### config.mk
export PLATFORM = sky130hd
export DESIGN_NAME = store_buffer
export DESIGN_NICKNAME = d
export VERILOG_FILES = /design/src/rtl/store_buffer.sv
export SDC_FILE = /design/constraint.sdc
export NUM_CORES = 1
export LEC_CHECK = 0
export ABC_AREA = 1
export CAP_MARGIN = 10
export CORE_ASPECT_RATIO = 1.2
export CORE_MARGIN = 2
export CORE_UTILIZATION = 25
export DETAILED_ROUTE_END_ITERATION = 10
export GPL_TIMING_DRIVEN = 0
export PLACE_DENSITY = 0.5
export SLEW_MARGIN = 10
export SYNTH_ARGS = -nofsm -noshare
export SYNTH_HDL_FRONTEND = slang
export SYNTH_SLANG_ARGS = --single-unit
export TNS_END_PERCENT = 5
### constraint.sdc
create_clock -name clk -period 5 [get_ports clk]
set_input_delay 1 -clock clk [delete_from_list [all_inputs] [get_ports clk]]
set_output_delay 1 -clock clk [all_outputs]
set_load 0.02 [all_outputs]
### src/rtl/store_buffer.sv
// -----------------------------------------------------------------------------
// store_buffer
//   Posted-store queue between the core and the data memory. Stores inside the
//   0x1001_0000..0x1001_FFFF window are queued in a DEPTH-entry circular FIFO
//   and drained oldest-first whenever the memory port is granted. Stores outside
//   the window are accepted and dropped, with a one-cycle st_oor pulse. A load
//   probe reports word-address conflicts with pending stores.
//
//   Optional feature (macro SB_FWD_EN): when the youngest pending store to the
//   probed word is a full-word store, its data is forwarded instead of stalling.
//
// Ports
//   clk, rst_n                        clock, async active-low reset
//   st_valid/st_ready                 store request handshake
//   st_addr, st_data, st_funct3       store byte address, data, width code
//   mem_grant                         memory port available this cycle
//   mem_we, mem_addr, mem_din,
//   mem_funct3                        drain write of the oldest entry
//   ld_valid, ld_addr                 load probe
//   ld_stall                          probe conflicts with a pending store
//   ld_fwd_valid, ld_fwd_data         forwarded word (zero without SB_FWD_EN)
//   st_oor                            dropped out-of-range store pulse
//   empty                             no pending entries
// -----------------------------------------------------------------------------
module store_buffer #(
    parameter int DEPTH = 4
) (
    input  logic        clk,
    input  logic        rst_n,
    input  logic        st_valid,
    output logic        st_ready,
    input  logic [31:0] st_addr,
    input  logic [31:0] st_data,
    input  logic [2:0]  st_funct3,
    input  logic        mem_grant,
    output logic        mem_we,
    output logic [31:0] mem_addr,
    output logic [31:0] mem_din,
    output logic [2:0]  mem_funct3,
    input  logic        ld_valid,
    input  logic [31:0] ld_addr,
    output logic        ld_stall,
    output logic        ld_fwd_valid,
    output logic [31:0] ld_fwd_data,
    output logic        st_oor,
    output logic        empty
);

    localparam int AW = (DEPTH > 1) ? $clog2(DEPTH) : 1;
    localparam int CW = AW + 1;

    logic [AW-1:0] wr_ptr_q, wr_ptr_d;
    logic [AW-1:0] rd_ptr_q, rd_ptr_d;
    logic [CW-1:0] count_q, count_d;
    logic          st_oor_q, st_oor_d;

    // Entry payload carries no reset: only the pointers/count define validity.
    logic [31:0] addr_q [DEPTH];
    logic [31:0] addr_d [DEPTH];
    logic [31:0] data_q [DEPTH];
    logic [31:0] data_d [DEPTH];
    logic [2:0]  f3_q   [DEPTH];
    logic [2:0]  f3_d   [DEPTH];

    logic push_acc, in_range, push, pop;

    assign empty    = (count_q == '0);
    assign st_ready = (count_q < CW'(DEPTH));
    assign st_oor   = st_oor_q;

    assign push_acc = st_valid && st_ready;
    assign in_range = (st_addr[31:16] == 16'h1001);
    assign push     = push_acc && in_range;
    assign pop      = mem_grant && !empty;

    always_comb begin
        wr_ptr_d = wr_ptr_q;
        rd_ptr_d = rd_ptr_q;
        count_d  = count_q;
        st_oor_d = push_acc && !in_range;
        if (push) wr_ptr_d = wr_ptr_q + 1'b1;
        if (pop)  rd_ptr_d = rd_ptr_q + 1'b1;
        case ({push, pop})
            2'b10:   count_d = count_q + 1'b1;
            2'b01:   count_d = count_q - 1'b1;
            default: count_d = count_q;
        endcase
    end

    always_comb begin
        addr_d = addr_q;
        data_d = data_q;
        f3_d   = f3_q;
        if (push) begin
            addr_d[wr_ptr_q] = st_addr;
            data_d[wr_ptr_q] = st_data;
            f3_d[wr_ptr_q]   = st_funct3;
        end
    end

    always_ff @(posedge clk or negedge rst_n) begin
        if (!rst_n) begin
            wr_ptr_q <= '0;
            rd_ptr_q <= '0;
            count_q  <= '0;
            st_oor_q <= 1'b0;
        end else begin
            wr_ptr_q <= wr_ptr_d;
            rd_ptr_q <= rd_ptr_d;
            count_q  <= count_d;
            st_oor_q <= st_oor_d;
        end
    end

    always_ff @(posedge clk) begin
        addr_q <= addr_d;
        data_q <= data_d;
        f3_q   <= f3_d;
    end

    // Drain port shows the oldest entry; zeroed when nothing is pending.
    assign mem_we     = pop;
    assign mem_addr   = empty ? 32'h0 : addr_q[rd_ptr_q];
    assign mem_din    = empty ? 32'h0 : data_q[rd_ptr_q];
    assign mem_funct3 = empty ? 3'b000 : f3_q[rd_ptr_q];

    // Walk entries oldest to youngest so the last hit is the youngest match.
    // The entry being popped this cycle is still counted as pending.
    logic [AW-1:0] probe_idx;
    logic          hit;
    logic          yng_word;
    logic [31:0]   yng_data;

    always_comb begin
        probe_idx = '0;
        hit       = 1'b0;
        yng_word  = 1'b0;
        yng_data  = 32'h0;
        for (int k = 0; k < DEPTH; k++) begin
            probe_idx = rd_ptr_q + AW'(k);
            if ((CW'(k) < count_q) && (addr_q[probe_idx][31:2] == ld_addr[31:2])) begin
                hit      = 1'b1;
                yng_word = (f3_q[probe_idx] == 3'b010);
                yng_data = data_q[probe_idx];
            end
        end
    end

    logic unused_ok;

`ifdef SB_FWD_EN
    assign ld_fwd_valid = ld_valid && hit && yng_word;
    assign ld_fwd_data  = ld_fwd_valid ? yng_data : 32'h0;
    assign ld_stall     = ld_valid && hit && !yng_word;
    assign unused_ok    = ^ld_addr[1:0];
`else
    assign ld_fwd_valid = 1'b0;
    assign ld_fwd_data  = 32'h0;
    assign ld_stall     = ld_valid && hit;
    assign unused_ok    = ^{yng_word, yng_data, ld_addr[1:0]};
`endif

endmodule

=== After elaboration in Yosys (flattened, before gate mapping) ===
Cells that the tools add are included.

* Register bits after elaboration: 276
* Latch bits: 0
* Memory bits (writable): 0
* ROM bits: 0
* Input bits: 104
* Word-level logic and storage cells: 92
* Memories: 0

* Add/subtract/negate cells: 6
* $mul: 0
* Div/mod/pow operators: 0
* Order comparisons: 11
* Equality and inequality tests: 7
* Shifts and indexed selects: 0
* Muxes and demuxes: 33
* Bitwise logic cells: 5
* Reduce and logical (&&, ||, !) cells: 14

{| class="wikitable"
|+ Operators with widths
! cell !! count
|-
| 2-to-1 mux 32 bit || 13
|-
| binary-select mux 32 bit (select 2 bit) || 5
|-
| bitwise mux 128 bit || 2
|-
| == test 30 bit || 4
|-
| demux 32 bit (select 2 bit) || 1
|-
| == test 16 x 13 -> 1 bit (second input constant) || 1
|-
| >= comparator 3 bit (second input constant) || 5
|-
| NOT 2 -> 3 bit || 5
|-
| bitwise mux 12 bit || 1
|-
| 2-to-1 mux 3 bit || 4
|-
| logical AND 1 bit || 10
|-
| binary-select mux 3 bit (select 2 bit) || 1
|-
| demux 3 bit (select 2 bit) || 1
|-
| < comparator 1 x 3 -> 1 bit (first input constant) || 2
|-
| < comparator 2 x 3 -> 1 bit (first input constant) || 2
|-
| one-hot mux 3 bit (2 select lines) || 1
|-
| adder 2 x 1 -> 2 bit (second input constant) || 2
|-
| adder 2 bit (second input constant) || 2
|-
| 2-to-1 mux 1 bit || 4
|-
| adder 3 x 1 -> 3 bit (second input constant) || 1
|-
| zero test 3 bit || 1
|-
| < comparator 3 x 1 -> 1 bit (second input constant) || 1
|-
| < comparator 3 bit (second input constant) || 1
|-
| subtractor 3 x 1 -> 3 bit (second input constant) || 1
|-
| other kinds (4) || 5
|}

=== Depth between registers and ports, before layout ===
* Depth in word-level cells: 11
* Gate-level depth with buffers: 17
* Depth with buffers taken out: 16

=== Worst setup path before layout ===
No wires, ideal clock.

* Path kind: input to register
* From: input st_addr[23]
* To: register addr_q[0] (netlist name), enable pin
* Setup time: 0.493 ns
* Arrival time: 4.583 ns
* Data required time: 4.507 ns
* Slack: -0.076 ns
* Stages on the path: 5
* Buffers on the path: 0
* Cells stage by stage: nor2_1 -> nand2_1 -> nor4_1 -> nand3_1 -> nor2_1

* Longest elaborated chain between the ends: 2

{| class="wikitable"
|+ RTL lines
! what !! RTL line !! RTL
|-
| start, declared || 32 || <nowiki>input logic [31:0] st_addr,</nowiki>
|-
| == test 16 x 13 -> 1 bit || 72 || <nowiki>assign in_range = (st_addr[31:16] == 16'h1001);</nowiki>
|-
| logical AND 1 bit || 73 || <nowiki>assign push = push_acc && in_range;</nowiki>
|-
| end signal, assigned || 116 || <nowiki>addr_q <= addr_d;</nowiki>
|-
| end, declared || 58 || <nowiki>logic [31:0] addr_q [DEPTH];</nowiki>
|}

No other way between the ends.
A chain may end at the register's enable or synchronous reset.

=== Worst setup path in the final report ===
* From: register rd_ptr_q[1]
* To: output ld_stall

* Longest elaborated chain between the ends: 11

{| class="wikitable"
|+ RTL lines
! what !! RTL line !! RTL
|-
| start, declared || 53 || <nowiki>logic [AW-1:0] rd_ptr_q, rd_ptr_d;</nowiki>
|-
| start signal, assigned || 109 || <nowiki>rd_ptr_q <= rd_ptr_d;</nowiki>
|-
| adder 2 x 1 -> 2 bit or NOT 2 -> 3 bit (tied branches) || - ||
|-
| NOT 2 -> 3 bit or binary-select mux 32 bit (select 2 bit) (tied branches) || - ||
|-
| binary-select mux 32 bit (select 2 bit) or 2-to-1 mux 32 bit (tied branches) || 141 || <nowiki>if ((CW'(k) < count_q) && (addr_q[probe_idx][31:2] == ld_addr[31:2])) begin</nowiki>
|-
| 2-to-1 mux 32 bit (implied by the code) || 141 ||
|-
| 2-to-1 mux 32 bit (implied by the code) or == test 30 bit (tied branches) || 141 ||
|-
| == test 30 bit or logical AND 1 bit (tied branches) || 141 ||
|-
| logical AND 1 bit or 2-to-1 mux 1 bit (tied branches) || 141 ||
|-
| 2-to-1 mux 1 bit (2 in series) || 141 ||
|-
| 2-to-1 mux 1 bit * || 141 ||
|-
| logical AND 1 bit * || 159 || <nowiki>assign ld_stall = ld_valid && hit;</nowiki>
|-
| end, declared || 42 || <nowiki>output logic ld_stall,</nowiki>
|}

Mark *: on every way between the ends. The rest lies on a longest branch, timed or not. The select of a mux whose other input is x is not followed.

==> results.ini <==
[critical_path]
crit_type = reg -> out
crit-reg2reg-launch = count_q[2]$_DFFE_PN0P_
cp-end-kind = primary output
critPathRequiredTime_ns = 4.00
worstPathArrival_ns = 3.80
cp_slowest_stage_delay_ns = 0.70
crit_slowest_cell = clkbuf_1
startpoint = rd_ptr_q[1]$_DFFE_PN0P_
worstPathMaxFanout = 10
reg2reg_to = data_q[67]$_DFFE_PP_
cp_common_cell = nor2_1
r2r_cells = 6
timing.reg2reg.setup_slack_ns = 2.32
crit_chain = inv_2, clkbuf_1, nand3_1, nand3_1, nand4_1, nor2_1, nand2_1, nor2_1, nand2_1, nand2_1, nor2_1, nor2_1, clkdlybuf4s50_1
cp-start-kind = flip-flop

[final_layout]
layout_commonest_cell = nand2_1
stdcell_count = 2890
nFillCells = 6208
mostFrequentLayoutCells = 745 x nand2_1, 320 x nand3_1, 268 x edfxtp_1
stdcell_area_um2 = 19500
syn2layout_area_growth_pct = 28.7
drive_gt1_frac = 0.0780
nets = 2176

[clocking]
cts_max_level = 2
cts_tree = built
cts.path.max_buffers = 3
clk_latency_ns = 0.55
cts-root-buf = clkbuf_16
clkSinkCount = 276
clk_pin_slew_ns = 0.05
cts_made_buffers = 35

[logic_synthesis]
yosysSeqAreaShare = 0.544
synth_flop_cell = edfxtp_1
synthTopCellsByArea = edfxtp_1 53%, nand2_1 18%, nand3_1 11%
synth_top_cell_by_area = edfxtp_1
synth.distinct_cells = 27
synth_edf_count = 268
synth_seq_cells = 276
synth_area_um2 = 15200
syn_avg_cell_area_um2 = 8.38
postSynth.asyncResetShare = 0.0290
synth_top_area_frac = 0.531
yosys_warnings = 0
postSynthCellCount = 1809

[grt]
grt_remaining_overflow = 0
grt_util_all_layers = 0.206
grt_pass1_vias = 13800
grt_max_degree = 25
grt_first_pass_wirelength_um = 93600
antenna_found_initial = 6

[floorplan]
die_w_um = 229
std_cell_rows = 98
io_pins = 209
die_y_um = 274
core_um2 = 59700
dieArea_um2 = 62600
initial_utilization = 0.254

[detailed_routing]
drtIter0Drc = 1143
ant_nets = 0
drc_errors = 0
routed_via_density = 4.82
vias = 13900
wire_per_inst_um = 22.8
dr.pass1.iters = 6
routed_wl_um = 65800

[hold_path]
hold_class = reg -> reg
hold_end = count_q[1]$_DFFE_PN0P_
hold_start = count_q[1]$_DFFE_PN0P_
hold_depth = 2

[timing]
tightest_slew_ns = 1.07
grt_setup_unrepaired = false
setup_viol = 0
max_freq_mhz = 208
drv_slew = 0
slew_headroom = 0.287
clock_skew_ns = 0.0185
hold_violations = 0
setup_tns_ns = 0
min_period_ns = 4.80
min_period_over_period = 0.960

[power_and_ir_drop]
total_power_w = 0.0124
peakVddDrop_v = 0.000367
p_leak_nw = 8.07
cellPowerDensity_nw_per_um2 = 637

[placement]
hpwl_um = 49000
gp_congestion = 0.984
port-buffer-count = 173
place_area_um2 = 18300
place_inst = 2826

[run_status]
status = finished, final reports clean

[job]
drv_cap = 0

## synthesized netlist by cell type, types with 16 or more instances
master / instances
a22oi_1: 37
a31oi_1: 37
buf_2: 32
buf_4: 44
clkbuf_1: 22
edfxtp_1: 268
inv_1: 103
nand2_1: 745
nand3_1: 320
nand4_1: 29
nor2_1: 85
o21ai_0: 16
## cells by family (layout without fill, tap and decap cells)
family	after synthesis	after routing	share of synthesized area
adders and majority gates	9	9	0.00743
xor gates and xnor gates	14	14	0.00809
AOI/OAI and AO/OA	99	99	0.0425
other	1	34	0.000248
muxes	1	1	0.000743
and+or+nand+nor	1181	1181	0.324
DFF	276	276	0.544
buffers and inverters	228	476	0.0725
## area by class of cell
type,count,area [um2],share of cell area
tap,800,1000,0.0513
buffer,118,703,0.0361
clock inverter,20,230,0.0118
timing repair buffer,185,1990,0.102
multi-input combinational,1337,5950,0.305
sequential,276,8250,0.423
antenna,1,2.50,0.000128
inverter,110,413,0.0212
clock buffer,43,957,0.0491
## layer usage
metal  wire length [um]  GRT usage  vias to the layer above
met3               4860     0.0432                      167
li1                   -          -                     6573
met4               3460      0.101                       10
met5                 66          0                        -
met1              25200      0.236                     6533
met2              32200      0.364                      635
## stage by stage
stage,utilization,setup WS [ns],hold slack (ns)
floorplan,-,-0.0755,0.514
global placement,0.301,-4.52,0.552
CTS,0.326,0.0226,0.581
detailed placement,0.306,0.268,0.567
global route,0.327,0.0235,0.625
finish,0.327,0.200,0.585
## critical path, delay by kind of cell (launching register included)
kind | cells | cell delay (ns)
AND/OR/NAND/NOR | 10 | 1.39
buffers and inverters | 3 | 1.44
flip-flops | 1 | 0.42
## timing repair
action                                  in CTS  in global routing
endpoints found under the setup margin       1                  1
gates resized for setup                      2                  8
hold buffers                                 0                  0
setup buffers                                0                  0
hold endpoints to repair                     0                  0
## state kept, by name (all words and copies together) (netlist names)
name / flops
data_q: 128
count_q: 3
wr_ptr_q: 2
rd_ptr_q: 2
addr_q: 128
f3_q: 12
st_oor: 1
## worst max path at each step
| stage | slack (ns) | end |
|---|---|---|
| floorplan | -0.08 | addr_q[0]$_DFFE_PP_ |
| global placement | -4.52 | data_q[38]$_DFFE_PP_ |
| detailed placement | 0.27 | data_q[70]$_DFFE_PP_ |
| CTS | 0.02 | ld_stall |
| global route | 0.02 | ld_stall |
| finish | 0.20 | ld_stall |
## report_power, final
part | internal, W | total (W) | leakage, nW | switching (W)
clock network | 0.00158 | 0.00261 | 0.581 | 0.00103
logic | 0.00222 | 0.00722 | 4.99 | 0.00500
registers | 0.00256 | 0.00260 | 2.50 | 0.0000367
No activity file was read; power rests on OpenSTA's default activity.
